--- src/rtl/order_matcher.sv ---
// Single-level order matcher: one resting bid, one resting ask, crossed on a one-cycle CHECK.
// Optional statistics outputs (trade_count, total_volume) are built when ORDER_MATCHER_STATS_EN is defined.
module order_matcher #(
  parameter int PRICE_W = 8,
  parameter int QTY_W   = 8
) (
  input  logic               clk,
  input  logic               reset_n,
  input  logic               buy_valid,
  output logic               buy_ready,
  input  logic [PRICE_W-1:0] buy_price,
  input  logic [QTY_W-1:0]   buy_qty,
  input  logic               sell_valid,
  output logic               sell_ready,
  input  logic [PRICE_W-1:0] sell_price,
  input  logic [QTY_W-1:0]   sell_qty,
  input  logic               cancel_bid,
  input  logic               cancel_ask,
  output logic               match_signal,
  output logic [PRICE_W-1:0] match_buy_price,
  output logic [PRICE_W-1:0] match_sell_price,
  output logic [QTY_W-1:0]   match_qty,
  output logic               bid_valid,
  output logic               ask_valid
`ifdef ORDER_MATCHER_STATS_EN
  ,
  output logic [15:0]        trade_count,
  output logic [15:0]        total_volume
`endif
);

  typedef enum logic [1:0] {IDLE, CHECK, MATCH} state_e;

  state_e             state_q, state_d;
  logic [PRICE_W-1:0] bid_price_q, ask_price_q;
  logic [QTY_W-1:0]   bid_qty_q, ask_qty_q;
  logic               bid_valid_q, ask_valid_q;
  logic [PRICE_W-1:0] mbuy_q, msell_q;
  logic [QTY_W-1:0]   mqty_q;

  logic               buy_rdy, sell_rdy;
  logic               buy_load, sell_load;
  logic               cxl_bid, cxl_ask;
  logic               crossed, trade;
  logic [QTY_W-1:0]   trade_qty;

  // Ready only in IDLE with an empty slot, so a cancel on an occupied slot
  // automatically blocks the same-cycle order on that side.
  assign buy_rdy   = (state_q == IDLE) && !bid_valid_q;
  assign sell_rdy  = (state_q == IDLE) && !ask_valid_q;
  assign buy_load  = buy_valid && buy_rdy && (buy_qty != '0);
  assign sell_load = sell_valid && sell_rdy && (sell_qty != '0);
  assign cxl_bid   = cancel_bid && (state_q == IDLE) && bid_valid_q;
  assign cxl_ask   = cancel_ask && (state_q == IDLE) && ask_valid_q;

  assign crossed   = bid_valid_q && ask_valid_q && (bid_price_q >= ask_price_q);
  assign trade     = (state_q == CHECK) && crossed;
  assign trade_qty = (bid_qty_q < ask_qty_q) ? bid_qty_q : ask_qty_q;

  // State register
  always_ff @(posedge clk or negedge reset_n) begin
    if (!reset_n) state_q <= IDLE;
    else          state_q <= state_d;
  end

  // Next-state logic
  always_comb begin
    state_d = state_q;
    unique case (state_q)
      IDLE:    if (buy_load || sell_load) state_d = CHECK;
      CHECK:   state_d = crossed ? MATCH : IDLE;
      MATCH:   state_d = IDLE;
      default: state_d = IDLE;
    endcase
  end

  // Output logic
  always_comb begin
    buy_ready    = buy_rdy;
    sell_ready   = sell_rdy;
    match_signal = (state_q == MATCH);
  end

  // Resting book. Loads and cancels only happen in IDLE, trades only in CHECK.
  always_ff @(posedge clk or negedge reset_n) begin
    if (!reset_n) begin
      bid_price_q <= '0;
      bid_qty_q   <= '0;
      bid_valid_q <= 1'b0;
      ask_price_q <= '0;
      ask_qty_q   <= '0;
      ask_valid_q <= 1'b0;
    end else begin
      if (buy_load) begin
        bid_price_q <= buy_price;
        bid_qty_q   <= buy_qty;
        bid_valid_q <= 1'b1;
      end else if (cxl_bid) begin
        bid_valid_q <= 1'b0;
      end else if (trade) begin
        bid_qty_q <= bid_qty_q - trade_qty;
        if (bid_qty_q == trade_qty) bid_valid_q <= 1'b0;
      end

      if (sell_load) begin
        ask_price_q <= sell_price;
        ask_qty_q   <= sell_qty;
        ask_valid_q <= 1'b1;
      end else if (cxl_ask) begin
        ask_valid_q <= 1'b0;
      end else if (trade) begin
        ask_qty_q <= ask_qty_q - trade_qty;
        if (ask_qty_q == trade_qty) ask_valid_q <= 1'b0;
      end
    end
  end

  // Last-trade report, held until the next trade
  always_ff @(posedge clk or negedge reset_n) begin
    if (!reset_n) begin
      mbuy_q  <= '0;
      msell_q <= '0;
      mqty_q  <= '0;
    end else if (trade) begin
      mbuy_q  <= bid_price_q;
      msell_q <= ask_price_q;
      mqty_q  <= trade_qty;
    end
  end

  assign match_buy_price  = mbuy_q;
  assign match_sell_price = msell_q;
  assign match_qty        = mqty_q;
  assign bid_valid        = bid_valid_q;
  assign ask_valid        = ask_valid_q;

`ifdef ORDER_MATCHER_STATS_EN
  logic [15:0] trade_count_q, total_volume_q;
  logic [31:0] vol_sum;

  // Count wraps; volume saturates so a long run never reports a small total.
  assign vol_sum = 32'(total_volume_q) + 32'(trade_qty);

  always_ff @(posedge clk or negedge reset_n) begin
    if (!reset_n) begin
      trade_count_q  <= '0;
      total_volume_q <= '0;
    end else if (trade) begin
      trade_count_q  <= trade_count_q + 16'd1;
      total_volume_q <= (vol_sum > 32'h0000_FFFF) ? 16'hFFFF : vol_sum[15:0];
    end
  end

  assign trade_count  = trade_count_q;
  assign total_volume = total_volume_q;
`endif

endmodule

--- config.mk ---
export PLATFORM = sky130hd
export DESIGN_NAME = order_matcher
export DESIGN_NICKNAME = d
export VERILOG_FILES = /design/src/rtl/order_matcher.sv
export SDC_FILE = /design/constraint.sdc
export NUM_CORES = 1
export LEC_CHECK = 0
export BUFFER_PORTS_ARGS = -buffer_cell sky130_fd_sc_hd__buf_2
export CAP_MARGIN = 10
export CORE_MARGIN = 5
export CORE_UTILIZATION = 53
export DETAILED_ROUTE_END_ITERATION = 8
export GPL_ROUTABILITY_DRIVEN = 0
export PLACE_DENSITY = 0.89
export SLEW_MARGIN = 20
export SYNTH_ARGS = -nofsm -noshare
export SYNTH_HDL_FRONTEND = slang
export SYNTH_SLANG_ARGS = --single-unit
--- constraint.sdc ---
create_clock -name clk -period 5.5 [get_ports clk]
set_clock_uncertainty 0.15 [all_clocks]
set_input_delay 0.275 -clock clk [delete_from_list [all_inputs] [get_ports clk]]
set_output_delay 0.275 -clock clk [all_outputs]
set_load 0.01 [all_outputs]
==> results.sh, run 1 <==
export IMPL_drt_iter0_markers=289
export IMPL_setup_viol=0
export IMPL_die_x_um=90.19
export IMPL_crit_chain="inv_1 -> ha_1 -> a2111o_1 -> a221oi_4 -> nor2_1 -> a21oi_1 -> inv_1 -> fa_1 -> nor2b_1 -> o21a_1 -> o21ai_0 -> mux2i_1 -> a21oi_1 -> a221o_1"
export IMPL_synth_seq_area_share=0.4405
export IMPL_h_tree_depth=3
export IMPL_worstHoldPathType="input pin to flop"
export IMPL_coreArea_um2=6314
export IMPL_crit_buf_inv=2
export IMPL_yosysTopAreaCellShare=0.4405
export IMPL_drive_gt1_frac=0.1859
export IMPL_avgSynthCellArea_um2=8.899
export IMPL_cp_data_arrival_time_ps=4220
export IMPL_layout_commonest_cell="nand2_1"
export IMPL_row_count=29
export IMPL_cp_max_fo=17
export IMPL_r2r_end="bid_qty_q[6]"
export IMPL_area_growth_pct=20.93
export IMPL_synthMuxAreaShare=0.008811
export IMPL_rsz0062_at_grt="no"
export IMPL_cts_sinks=60
export IMPL_synth_compound_area_frac=0.1549
export IMPL_max_stage_delay_ps=710
export IMPL_syn_inst=383
export IMPL_crit_end="bid_qty_q[6]"
export IMPL_dr_pass1_iters=6
export IMPL_n_antenna_cell=0
export IMPL_synth_seq_cells=60
export IMPL_drcViolationCount=0
export IMPL_final_cell_mix="nand2_1 (90), buf_2 (66), dfrtp_1 (60), nor2_1 (32), ha_1 (31)"
export IMPL_dp_hpwl_um=6613
export IMPL_track_usage=0.2277
export IMPL_io_pins=67
export IMPL_synthTopCellsByArea="dfrtp_1 (44%), ha_1 (11%), nand2_1 (9.9%)"
export IMPL_finalNonFillerCells=545
export IMPL_tightest_slew_ps=779.7
export IMPL_wl_um=9277
export IMPL_cts_buffers=9
export IMPL_crit_path_end_kind="flop"
export IMPL_synth_cell_types=43
export IMPL_fin_crit_ps=4143
export IMPL_path_clk_slew_ps=70
export IMPL_synthArstFlopShare=1.000
export IMPL_fin_nets=534
export IMPL_grt_ovfl_total=0
export IMPL_die_h_um=90.19
export IMPL_hold_viol=0
export IMPL_reg2reg_slack_ps=1360
export IMPL_worstSetupPathType="flop to flop"
export IMPL_synth_largest_area_cell="dfrtp_1"
export IMPL_grt_max_degree=61
export IMPL_cts_tree="done"
export IMPL_cts_root_buf="clkbuf_8"
export IMPL_via_count=3172
export IMPL_slew_violations=0
export IMPL_antenna_found_initial=0
export IMPL_cp_required_ps=5570
export IMPL_synth_xor_area_frac=0.02827
export IMPL_path_depth=14
export IMPL_synth_top_family_by_area="simple AND/OR/NAND/NOR gates"
export IMPL_clock_path_buffers=2
export IMPL_ys_warn_count=0
export IMPL_post_drt_wl_per_cell_um=17.02
export IMPL_finalSetupTns_ps=0
export IMPL_antenna_left=0
export IMPL_synth_edff_count=0
export IMPL_slowest_stage="a221oi_4"
export IMPL_grt_pass1_wl_um=14930
export IMPL_syn_area_um2=3408
export IMPL_critPathLaunchType="flop"
export IMPL_initial_utilization=0.5398
export IMPL_status="finished, final reports clean"
export IMPL_viasPerCell=5.820
export IMPL_clock_latency_ps=340
export IMPL_finalCritPeriodShare=0.7532
export IMPL_worst_path_dominant_cell_family="compound AO/OA/AOI/OAI gates"
export IMPL_synthSimpleGateAreaFrac=0.1993
export IMPL_dieArea_um2=8134
export IMPL_dp_cells=515
export IMPL_grt_pass1_vias=3138
export IMPL_synth_fa_ha_area_frac=0.1256
export IMPL_synthFlopType="dfrtp_1"
export IMPL_r2r_start="ask_qty_q[1]"
export IMPL_maxSlewHeadroom=0.4796
export IMPL_timing_fmax_ghz=0.2414
export IMPL_syn_nets=454
export IMPL_critPathLaunch="ask_qty_q[1]"
export IMPL_max_cap_viol_count=0
export IMPL_numPortBuffers=66
export IMPL_reg2regPathDepth=14
export IMPL_post_cts_setup_buffers=0
-- how the worst min path moves through the flow --
stage | startpoint | depth (start not counted) | end
5_1_grt | sell_qty[6] | 2 | ask_qty_q[6]
3_3_place_gp | match_buy_price[6] | 2 | match_buy_price[6]
3_5_place_dp | match_buy_price[3] | 2 | match_buy_price[3]
6_report | sell_price[2] | 3 | ask_price_q[2]
2_1_floorplan | reset_n | 0 | ask_price_q[0]
4_1_cts | sell_price[2] | 3 | ask_price_q[2]
-- per-stage QoR --
stage / area [um2] / utilization / setup WS [ps] / hold WS (ps)
4_1_cts: 4121 / 0.6528 / 1410 / 5.747
5_1_grt: 4121 / 0.6528 / 1158 / 27.20
6_report: 4121 / 0.6528 / 1357 / 16.18
3_3_place_gp: 3802 / 0.6023 / 1610 / 306.2
3_5_place_dp: 3802 / 0.6023 / 1434 / 314.3
2_1_floorplan: 3408 / - / 1951 / -170.6
-- flip-flops by register name (all words and copies together) (netlist names) --
signal	cells
ask_price_q	8
ask_qty_q	8
ask_valid	1
bid_price_q	8
bid_qty_q	8
bid_valid	1
match_buy_price	8
match_qty	8
match_sell_price	8
state_q	2
-- per-layer routing --
metal,vias up,routed length [um],track usage
met3,50,547,0.04508
met2,149,4401,0.3567
met4,0,453,0.1315
li1,1484,-,-
met1,1489,3874,0.2924
met5,-,0,0
-- synth_stat cells (7+ instances only) --
library cell / instances
a21oi_1: 21
clkbuf_1: 10
dfrtp_1: 60
ha_1: 31
inv_1: 23
nand2_1: 90
nor2_1: 32
nor3_1: 8
o21ai_0: 22
o21ai_1: 7
xnor2_1: 7
-- area by class of cell --
cell class                      instances  area (um2)
Timing Repair Buffer                   82       485.5
Tap cell                               77       96.34
Multi-Input combinational cell        287        1773
Inverter                               23       86.33
Sequential cell                        60        1501
Fill cell                             499        2192
Clock buffer                           11       141.4
Clock inverter                          5       37.54
-- kinds of logic (layout without fill, tap and decap cells) --
family,Yosys count,after routing
AO/OA/AOI/OAI,81,81
XOR/XNOR,11,11
adder cells (fa/ha/maj),33,33
buffers and inverters,36,121
flip-flops,60,60
multiplexers,3,3
AND/OR/NAND/NOR,159,159
-- worst register-to-register path, stage by stage, from the launching register on --
cell,delay [ps]
dfrtp_1,390
inv_1,140
ha_1,250
a2111o_1,410
a221oi_4,710
nor2_1,110
a21oi_1,360
inv_1,180
fa_1,470
nor2b_1,130
o21a_1,130
o21ai_0,90
mux2i_1,170
a21oi_1,80
a221o_1,270
-- repair_timing --
item,in CTS,in global routing
gates resized for setup,0,0
hold endpoints to repair,73,0
hold buffers,14,0
endpoints found under the setup margin,0,0
Power of run 1 is left out: the tool's default activity adds up to more than one toggle a clock period on the data nets, which glitch-free logic cannot reach.
==> inputs of run 2 (changes only) <==
==> constraint.sdc (replaced) <==
create_clock -name clk -period 4.1 [get_ports clk]
set_clock_uncertainty 0.15 [all_clocks]
set_input_delay 0.205 -clock clk [delete_from_list [all_inputs] [get_ports clk]]
set_output_delay 0.205 -clock clk [all_outputs]
set_load 0.01 [all_outputs]
==> run 2 against run 1 <==
  * Worst hold slack lost 4.6 ps
  * Critical path depth is the same
  * Wire length is 12% higher
  * Via count grew 6.3%
  * Maximum frequency increased by 3.0%
  * Core utilization up 3.2 points
  * Critical path type unchanged
  * Largest cell class unchanged
  * Sequential share of layout area shrank 1.7 points
  * Die area stayed put
  * Sequential cell count did not move
  * Setup slack worse by 1300 ps
  * Clock-buffer cell count is the same
==> results.sh, run 2 (synthesis results as in run 1) <==
export IMPL_status="finished, final reports clean"
export IMPL_cts_root_buf="clkbuf_8"
export IMPL_io_pins=67
export IMPL_row_count=29
export IMPL_maxSlewHeadroom=0.4658
export IMPL_layout_commonest_cell="nand2_1"
export IMPL_wl_um=10370
export IMPL_fin_ws_ps=77.36
export IMPL_timing_fmax_ghz=0.2486
export IMPL_cts_tree="done"
export IMPL_finalCritPeriodShare=0.9811
export IMPL_post_cts_setup_buffers=0
export IMPL_dieArea_um2=8134
export IMPL_fin_nets=546
export IMPL_via_count=3372
export IMPL_drive_gt1_frac=0.1896
export IMPL_cp_max_fo=6
export IMPL_drt_iter0_markers=480
export IMPL_clock_latency_ps=350
export IMPL_clock_path_buffers=2
export IMPL_worstHoldPathType="input pin to flop"
export IMPL_dpl_cell_area_um2=3810
export IMPL_grt_pass1_vias=3403
export IMPL_coreArea_um2=6314
export IMPL_critPathLaunchType="flop"
export IMPL_max_cap_viol_count=0
export IMPL_place_ws_ps=309.0
export IMPL_grt_pass1_wl_um=16730
export IMPL_h_tree_depth=3
export IMPL_die_x_um=90.19
export IMPL_dr_pass1_iters=5
export IMPL_cts_sinks=60
export IMPL_numPortBuffers=66
export IMPL_grt_max_degree=61
export IMPL_area_growth_pct=26.91
export IMPL_hold_viol=0
export IMPL_grt_ovfl_total=0
export IMPL_setup_viol=0
export IMPL_post_drt_wl_per_cell_um=18.62
export IMPL_dp_hpwl_um=6622
export IMPL_track_usage=0.2521
export IMPL_fin_area_um2=4325
export IMPL_worstSetupPathType="flop to flop"
export IMPL_cp_required_ps=4170
export IMPL_drcViolationCount=0
export IMPL_final_cell_mix="nand2_1 (90), buf_2 (66), dfrtp_1 (60), nor2_1 (32), ha_1 (31)"
export IMPL_fin_crit_ps=4023
export IMPL_antenna_left=0
export IMPL_cp_data_arrival_time_ps=4090
export IMPL_path_clk_slew_ps=70
export IMPL_tightest_slew_ps=800.5
export IMPL_n_antenna_cell=0
export IMPL_slew_violations=0
export IMPL_viasPerCell=6.054
export IMPL_die_h_um=90.19
export IMPL_initial_utilization=0.5398
export IMPL_antenna_found_initial=0
export IMPL_cts_buffers=9
export IMPL_crit_path_end_kind="flop"
[run 2: cell count changes in the layout (fill, tap and decap cells not counted), sizes merged]
cell,previous run,this run
clkinv,3,0
inv,23,24
buf,68,69
clkinvlp,2,1
bufinv,0,3
dlygate4sd3,14,25
[run 2: worst max-delay path, cell delays in order (launching register included)]
cell and delay, ps:
dfrtp_1 390, inv_1 140, ha_1 260, a2111o_1 400
a221oi_4 480, nor2_1 180, a21oi_2 280, inv_1 180
fa_1 490, nor2b_1 170, o21a_1 150, o21ai_0 100
mux2i_1 160, a21oi_1 80, a221o_1 290
[run 2: area by class of cell]
| class | count | area [um2] |
|---|---|---|
| clock inverters | 5 | 106.4 |
| multi-input cells | 287 | 1780 |
| flip-flops and latches | 60 | 1501 |
| inverters | 23 | 86.33 |
| clock buffers | 11 | 151.4 |
| well taps | 77 | 96.34 |
| repair buffers | 94 | 603.1 |
| fillers | 456 | 1988 |
[run 2: path summary, 6_finish.rpt]
kind	cells after the start	end	slack (ps)	from
min in group asynchronous	3	bid_qty_q[5]	400	reset_n
max	14	ask_qty_q[6]	80	ask_qty_q[1]
max reg2reg	14	ask_qty_q[6]	80	ask_qty_q[1]
max in group asynchronous	3	match_qty[6]	2890	reset_n
min	3	bid_qty_q[3]	10	buy_qty[3]
min reg2reg	2	match_sell_price[7]	330	match_sell_price[7]
[run 2: per-stage QoR]
stage / std cells / setup TNS [ps] / hold WS (ps) / util
after floorplan: 383 / 0 / -240.6 / -
after global placement: 516 / 0 / 249.4 / 0.6034
after detailed placement: 516 / 0 / 254.1 / 0.6034
after CTS: 557 / 0 / 3.063 / 0.6839
after global routing: 557 / -43.25 / 35.26 / 0.6851
final: 557 / 0 / 11.60 / 0.6851
[run 2: routing by layer]
layer / up-vias / track usage / wire length [um]
li1: 1511 / - / -
met1: 1585 / 0.3217 / 4163
met2: 215 / 0.3951 / 4824
met3: 61 / 0.05843 / 836
met4: 0 / 0.1377 / 546
met5: - / 0 / 0
[run 2: timing repair]
item,4_1_cts,5_1_grt
hold buffers,25,0
endpoints found under the hold margin,84,0
setup endpoints to repair,0,2
gates resized for setup,0,2
Power of run 2 is left out for the same reason.
